### src/rtl/pwm_pkg.sv
// Shared defaults and servo timing constants for the multichannel PWM block.
package pwm_pkg;
    localparam int CNT_W_DEF = 16;
    localparam int PRE_W_DEF = 8;

    // 50 MHz clk -> 1 us tick, 20 ms frame, 1..2 ms pulse
    localparam int SERVO_TICK_PRESCALE_50MHZ = 49;
    localparam int SERVO_PERIOD_20MS         = 19999;
    localparam int SERVO_MIN                 = 1000;
    localparam int SERVO_MAX                 = 2000;
endpackage

### src/rtl/pwm_prescaler.sv
// Clock divider: one tick every prescale+1 clocks while enabled.
module pwm_prescaler
    import pwm_pkg::*;
#(
    parameter int PRE_W = PRE_W_DEF
) (
    input  logic             clk,
    input  logic             rst,
    input  logic             enable,
    input  logic [PRE_W-1:0] prescale,
    output logic             tick
);

    logic [PRE_W-1:0] pre_cnt_q, pre_cnt_d;

    // prescale is used live; shrinking it below pre_cnt wraps through 2^PRE_W
    always_comb begin
        tick      = enable && (pre_cnt_q == prescale);
        pre_cnt_d = (!enable || tick) ? '0 : pre_cnt_q + 1'b1;
    end

    always_ff @(posedge clk) begin
        if (rst) pre_cnt_q <= '0;
        else     pre_cnt_q <= pre_cnt_d;
    end

endmodule

### src/rtl/pwm_multichannel.sv
// N-channel PWM with shared prescaler/period counter and double-buffered
// period/duty that switch over only at a frame boundary.
module pwm_multichannel
    import pwm_pkg::*;
#(
    parameter int                  CHANNELS = 4,
    parameter int                  CNT_W    = CNT_W_DEF,
    parameter int                  PRE_W    = PRE_W_DEF,
    parameter logic [CHANNELS-1:0] IDLE_LVL = '0
) (
    input  logic                      clk,
    input  logic                      rst,
    input  logic                      enable,
    input  logic [PRE_W-1:0]          prescale,
    input  logic [CNT_W-1:0]          period,
    input  logic [CHANNELS*CNT_W-1:0] duty,
    input  logic                      load,
    output logic [CHANNELS-1:0]       pwm_out,
    output logic                      frame_start,
    output logic                      pending
);

    logic                               tick, wrap, apply;
    logic [CNT_W-1:0]                   cnt_q, cnt_d;
    logic [CNT_W-1:0]                   period_act_q, period_act_d;
    logic [CNT_W-1:0]                   period_sh_q, period_sh_d;
    logic [CHANNELS-1:0][CNT_W-1:0]     duty_act_q, duty_act_d;
    logic [CHANNELS-1:0][CNT_W-1:0]     duty_sh_q, duty_sh_d;
    logic                               pending_q, pending_d;
    logic                               frame_start_q, frame_start_d;
    logic [CHANNELS-1:0]                pwm_q, pwm_d;

    pwm_prescaler #(.PRE_W(PRE_W)) u_pre (
        .clk      (clk),
        .rst      (rst),
        .enable   (enable),
        .prescale (prescale),
        .tick     (tick)
    );

    always_comb begin
        // >= rather than == so an out-of-range count still wraps
        wrap  = (cnt_q >= period_act_q);
        apply = pending_q && (!enable || (tick && wrap));

        cnt_d = cnt_q;
        if (!enable)   cnt_d = '0;
        else if (tick) cnt_d = wrap ? '0 : cnt_q + 1'b1;

        period_act_d  = apply ? period_sh_q : period_act_q;
        duty_act_d    = apply ? duty_sh_q   : duty_act_q;
        period_sh_d   = load  ? period      : period_sh_q;
        duty_sh_d     = load  ? duty        : duty_sh_q;
        // a load on the apply edge stays pending for the next boundary
        pending_d     = load || (pending_q && !apply);
        frame_start_d = tick && wrap;
    end

    for (genvar i = 0; i < CHANNELS; i++) begin : g_ch
        assign pwm_d[i] = enable ? ((cnt_q < duty_act_q[i]) ^ IDLE_LVL[i]) : IDLE_LVL[i];
    end

    always_ff @(posedge clk) begin
        if (rst) begin
            cnt_q         <= '0;
            period_act_q  <= '0;
            period_sh_q   <= '0;
            duty_act_q    <= '0;
            duty_sh_q     <= '0;
            pending_q     <= 1'b0;
            frame_start_q <= 1'b0;
            pwm_q         <= IDLE_LVL;
        end else begin
            cnt_q         <= cnt_d;
            period_act_q  <= period_act_d;
            period_sh_q   <= period_sh_d;
            duty_act_q    <= duty_act_d;
            duty_sh_q     <= duty_sh_d;
            pending_q     <= pending_d;
            frame_start_q <= frame_start_d;
            pwm_q         <= pwm_d;
        end
    end

    assign pwm_out     = pwm_q;
    assign frame_start = frame_start_q;
    assign pending     = pending_q;

endmodule
### config.mk
export PLATFORM = sky130hd
export DESIGN_NAME = pwm_multichannel
export DESIGN_NICKNAME = d
export VERILOG_FILES = /design/src/rtl/pwm_pkg.sv /design/src/rtl/pwm_prescaler.sv /design/src/rtl/pwm_multichannel.sv
export SDC_FILE = /design/constraint.sdc
export NUM_CORES = 1
export LEC_CHECK = 0
export CAP_MARGIN = 20
export CORE_ASPECT_RATIO = 1.2
export CORE_MARGIN = 5
export CORE_UTILIZATION = 40
export CTS_CLUSTER_DIAMETER = 50
export DETAILED_ROUTE_END_ITERATION = 12
export PLACE_DENSITY = 0.69
export SLEW_MARGIN = 10
export SYNTH_ARGS = -nofsm -noshare
export SYNTH_HDL_FRONTEND = slang
export SYNTH_HIERARCHICAL = 1
export SYNTH_SLANG_ARGS = --single-unit
### constraint.sdc
create_clock -name clk -period 5.8 [get_ports clk]
set_input_delay 1.16 -clock clk [delete_from_list [all_inputs] [get_ports clk]]
set_output_delay 1.16 -clock clk [all_outputs]
set_load 0.1 [all_outputs]
==> metrics.md <==
| Metric | Value |
|---|---|
| Outcome | completed |
| Fin. max-slew vios | 0 |
| Worst min-delay path class | flip-flop to flip-flop |
| Drt initial violations | slightly below 400 |
| CP Class | primary input to flip-flop |
| Setup TNS | 0 ns |
| Post-CTS sizing | 0 |
| Sequential area share after synthesis | between 40% and 50% |
| Initial antenna violation count | 0 |
| Post CTS Setup Buffer Count | 0 |
| Layout cells sized above 1 | 4.33% |
| GP Congestion | ~0.84 |
| Final period utilization | 61.7% |
| CORE AREA | approximately 0.023 mm^2 |
| Yosys warns | 6 |
| Max H-tree Level | 4 |
| Hold Buf Count CTS | 0 |
| Mapped cell area | 0.00941 mm^2 |
| Tot Pwr | between 2 and 3 mW |
| IO Pins | roughly 100 |
| Area delta synth->final | 17.4% |
| Max Cap Viol | 0 |
| Fin. Hold Viols | 0 |
| Syn avg cell area | slightly above 9 um^2 |
| GRT overflow | 0 |
| Post-place setup slack | 1.70 ns |
| Gate Count Post-Synth | ~1,000 |
| TritonRoute pass-1 iters | 7 |
| Final ANT Viol Nets | 0 |
| Synth Flop Type | dfxtp_1 |
| TritonCTS clock tree | done |
| Detailed-route wire length | slightly above 20,000 um |
| Die Ht | between 150 and 200 um |
| # port buffers | 97 |
| Clock root cell | clkbuf_16 |
| Met3 GRT Util | roughly 3.2% |
| Switch share | approximately a quarter |
| Drt via density | between 5 and 6 |
| Sequential share of power | a little under half |
| Clock tree sinks | 190 |
| Final setup skew | ~0.0083 ns |
| DRC viols | 0 |
| Final worst slack | about 2.2 ns |
| ANT cells | 0 |
| Slew headroom | just under 30% |
| Post-route minimum period | 3.58 ns |
| Die ar. | 0.0267 mm^2 |
| CTS Buf Count | 17 |
| Vias in the first global route | just under 7,000 |
| Comb pwr share | a little over 10% |
| Row cnt | 61 |
| Unrepaired setup endpoints after global routing | no |
| CP endpoint kind | flip-flop |
| GR Util met1 | between 20% and 30% |
| Worst Path Max Fanout | 9 |
| DR WL/cell | 14.5 um |
| CTS max path bufs | 2 |
| Worst VDD drop | just over 0.0002 V |
| CP required | 6.13 ns |
| First-pass GRT wire length | 33,500 um |
| Number of flops mapped to enable cells by yosys | 0 |
| Worst-Margin Slew | ~1.1 ns |
| Top Usage Layer GRT | met2 |
| Final setup fails | 0 |
| Die W | approximately 150 um |
| Psw | 0.699 mW |
| Insertion delay to the later sink of the worst-skew pair | about 0.44 ns |
| FFs w/ async S/R, synth | 0% |
| M2 GR Usage | approximately 25% |
| Starting Density | around two fifths |
| Largest net degree at the start of global routing | 135 |
| Yosys cell types | 44 |
| Peak Freq | 279 MHz |
| Placed insts | 1,367 |
| Startpoint Class | primary input |
| FF+latch count, synth | 190 |
| Reg clk slew, reported paths | approximately 0.070 ns |
| Int Pwr | 2.22 mW |
| Final HPWL DP | between 10,000 and 15,000 um |
| Worst EP arrival | 3.91 ns |
| Clk pwr share | 42.6% |
| Nets | 1,242 |
| Leak | 4.29 nW |
| Pwr per Cell Area | 264 mW/mm^2 |
| Global Route Usage Sum | between 10% and 20% |
| Mapped Nets | about 1,200 |
| Non-filler cells, final | about 1,400 |
| Routed via count | around 7,000 |
==> power groups by stage <==
stage	combinational [mW]	sequential [mW]	clock, mW
after floorplan	0.206	1.42	0
after global placement	0.295	1.41	0
after detailed placement	0.299	1.41	0
after CTS	0.300	1.38	1.27
after global routing	0.327	1.38	1.33
final	0.296	1.38	1.24
==> critical path, stage by stage <==
cell	delay, ns
clkdlybuf4s50_1	0.44
xor2_2	0.17
nor4_4	0.51
and3_1	0.46
and3_1	0.25
and3_1	0.20
nand4_1	0.22
nor3_1	0.29
xnor2_1	0.14
nor2_1	0.05
==> logic make-up after synthesis <==
| kind of cell | share of synthesized area, % |
|---|---|
| DFF | 40.4 |
| and+or+nand+nor | 15.8 |
| AOI/OAI and AO/OA | 14.5 |
| buffers and inverters | 7.85 |
| muxes | 8.51 |
| xor gates and xnor gates | 2.50 |
| adders and majority gates | 10.4 |
==> cell type report <==
class / count / area, um^2
Clock buffer: 21 / 480
Clock inverter: 11 / 155
Fill cell: 2267 / 12200
Inverter: 83 / 312
Multi-Input combinational cell: 677 / 4880
Sequential cell: 190 / 3800
Tap cell: 315 / 394
Timing Repair Buffer: 103 / 1020
==> flip-flops by register name (all words and copies together), names as in the netlist <==
signal and cells:
frame_start 1, cnt_q 16, pwm_out 4, u_pre/pre_cnt_q 8
period_act_q 16, duty_sh_q 64, pending 1, duty_act_q 64
period_sh_q 16
==> placed cells by master (no fill, tap or decap), types with 19 or more instances in the layout <==
master	instances
mux2i_1	80
dfxtp_1	190
o21ai_0	96
xor2_1	19
nand2_1	20
or3b_1	80
ha_1	78
nor2_1	104
a21oi_1	101
inv_1	83
clkdlybuf4s50_1	95
==> Yosys cell counts (all sizes together), types with 3 or more instances <==
| cell | count | share of area, % |
|---|---|---|
| nor2 | 104 | 4.1 |
| inv | 83 | 3.3 |
| a21oi | 101 | 5.4 |
| dfxtp | 190 | 40 |
| o21ai | 97 | 5.2 |
| dlymetal6s2s | 6 | 0.80 |
| xnor2 | 6 | 0.56 |
| mux2i | 80 | 8.5 |
| clkbuf | 34 | 1.4 |
| a21o | 17 | 1.4 |
| nand2b | 9 | 0.60 |
| a221oi | 3 | 0.28 |
| ha | 78 | 10 |
| or3 | 4 | 0.32 |
| or3b | 80 | 7.4 |
| nand4 | 13 | 0.86 |
| and3 | 6 | 0.40 |
| buf | 25 | 2.4 |
| nand3 | 7 | 0.37 |
| a211oi | 8 | 0.64 |
| a2111oi | 3 | 0.48 |
| xor2 | 20 | 1.9 |
| nand2 | 20 | 0.80 |
| nor4 | 4 | 0.59 |
==> path summary, 6_finish.rpt <==
kind                  startpoint         endpoint  slack (ns)  depth (start not counted)
setup / recovery     prescale[2]        cnt_q[15]        2.22                         10
hold / removal    duty_act_q[28]   duty_act_q[28]        0.47                          2
setup reg to reg        cnt_q[2]  period_act_q[2]        2.73                          8
hold reg to reg   duty_act_q[28]   duty_act_q[28]        0.47                          2
==> routing by layer <==
layer / routed length, um / vias to the layer above
met4: 393 / 0
li1: - / 3637
met2: 9650 / 117
met1: 9170 / 3238
met3: 1030 / 20
met5: 0 / -
==> through the flow <==
step	hold slack (ns)	cell area, um^2	util [%]
final	0.474	11000	47.6
after global routing	0.496	11000	47.6
after CTS	0.476	11000	47.6
after detailed placement	0.467	10400	44.8
after global placement	0.462	10400	44.8
after floorplan	0.451	9410	-
Power figures use the tool's default switching activity.
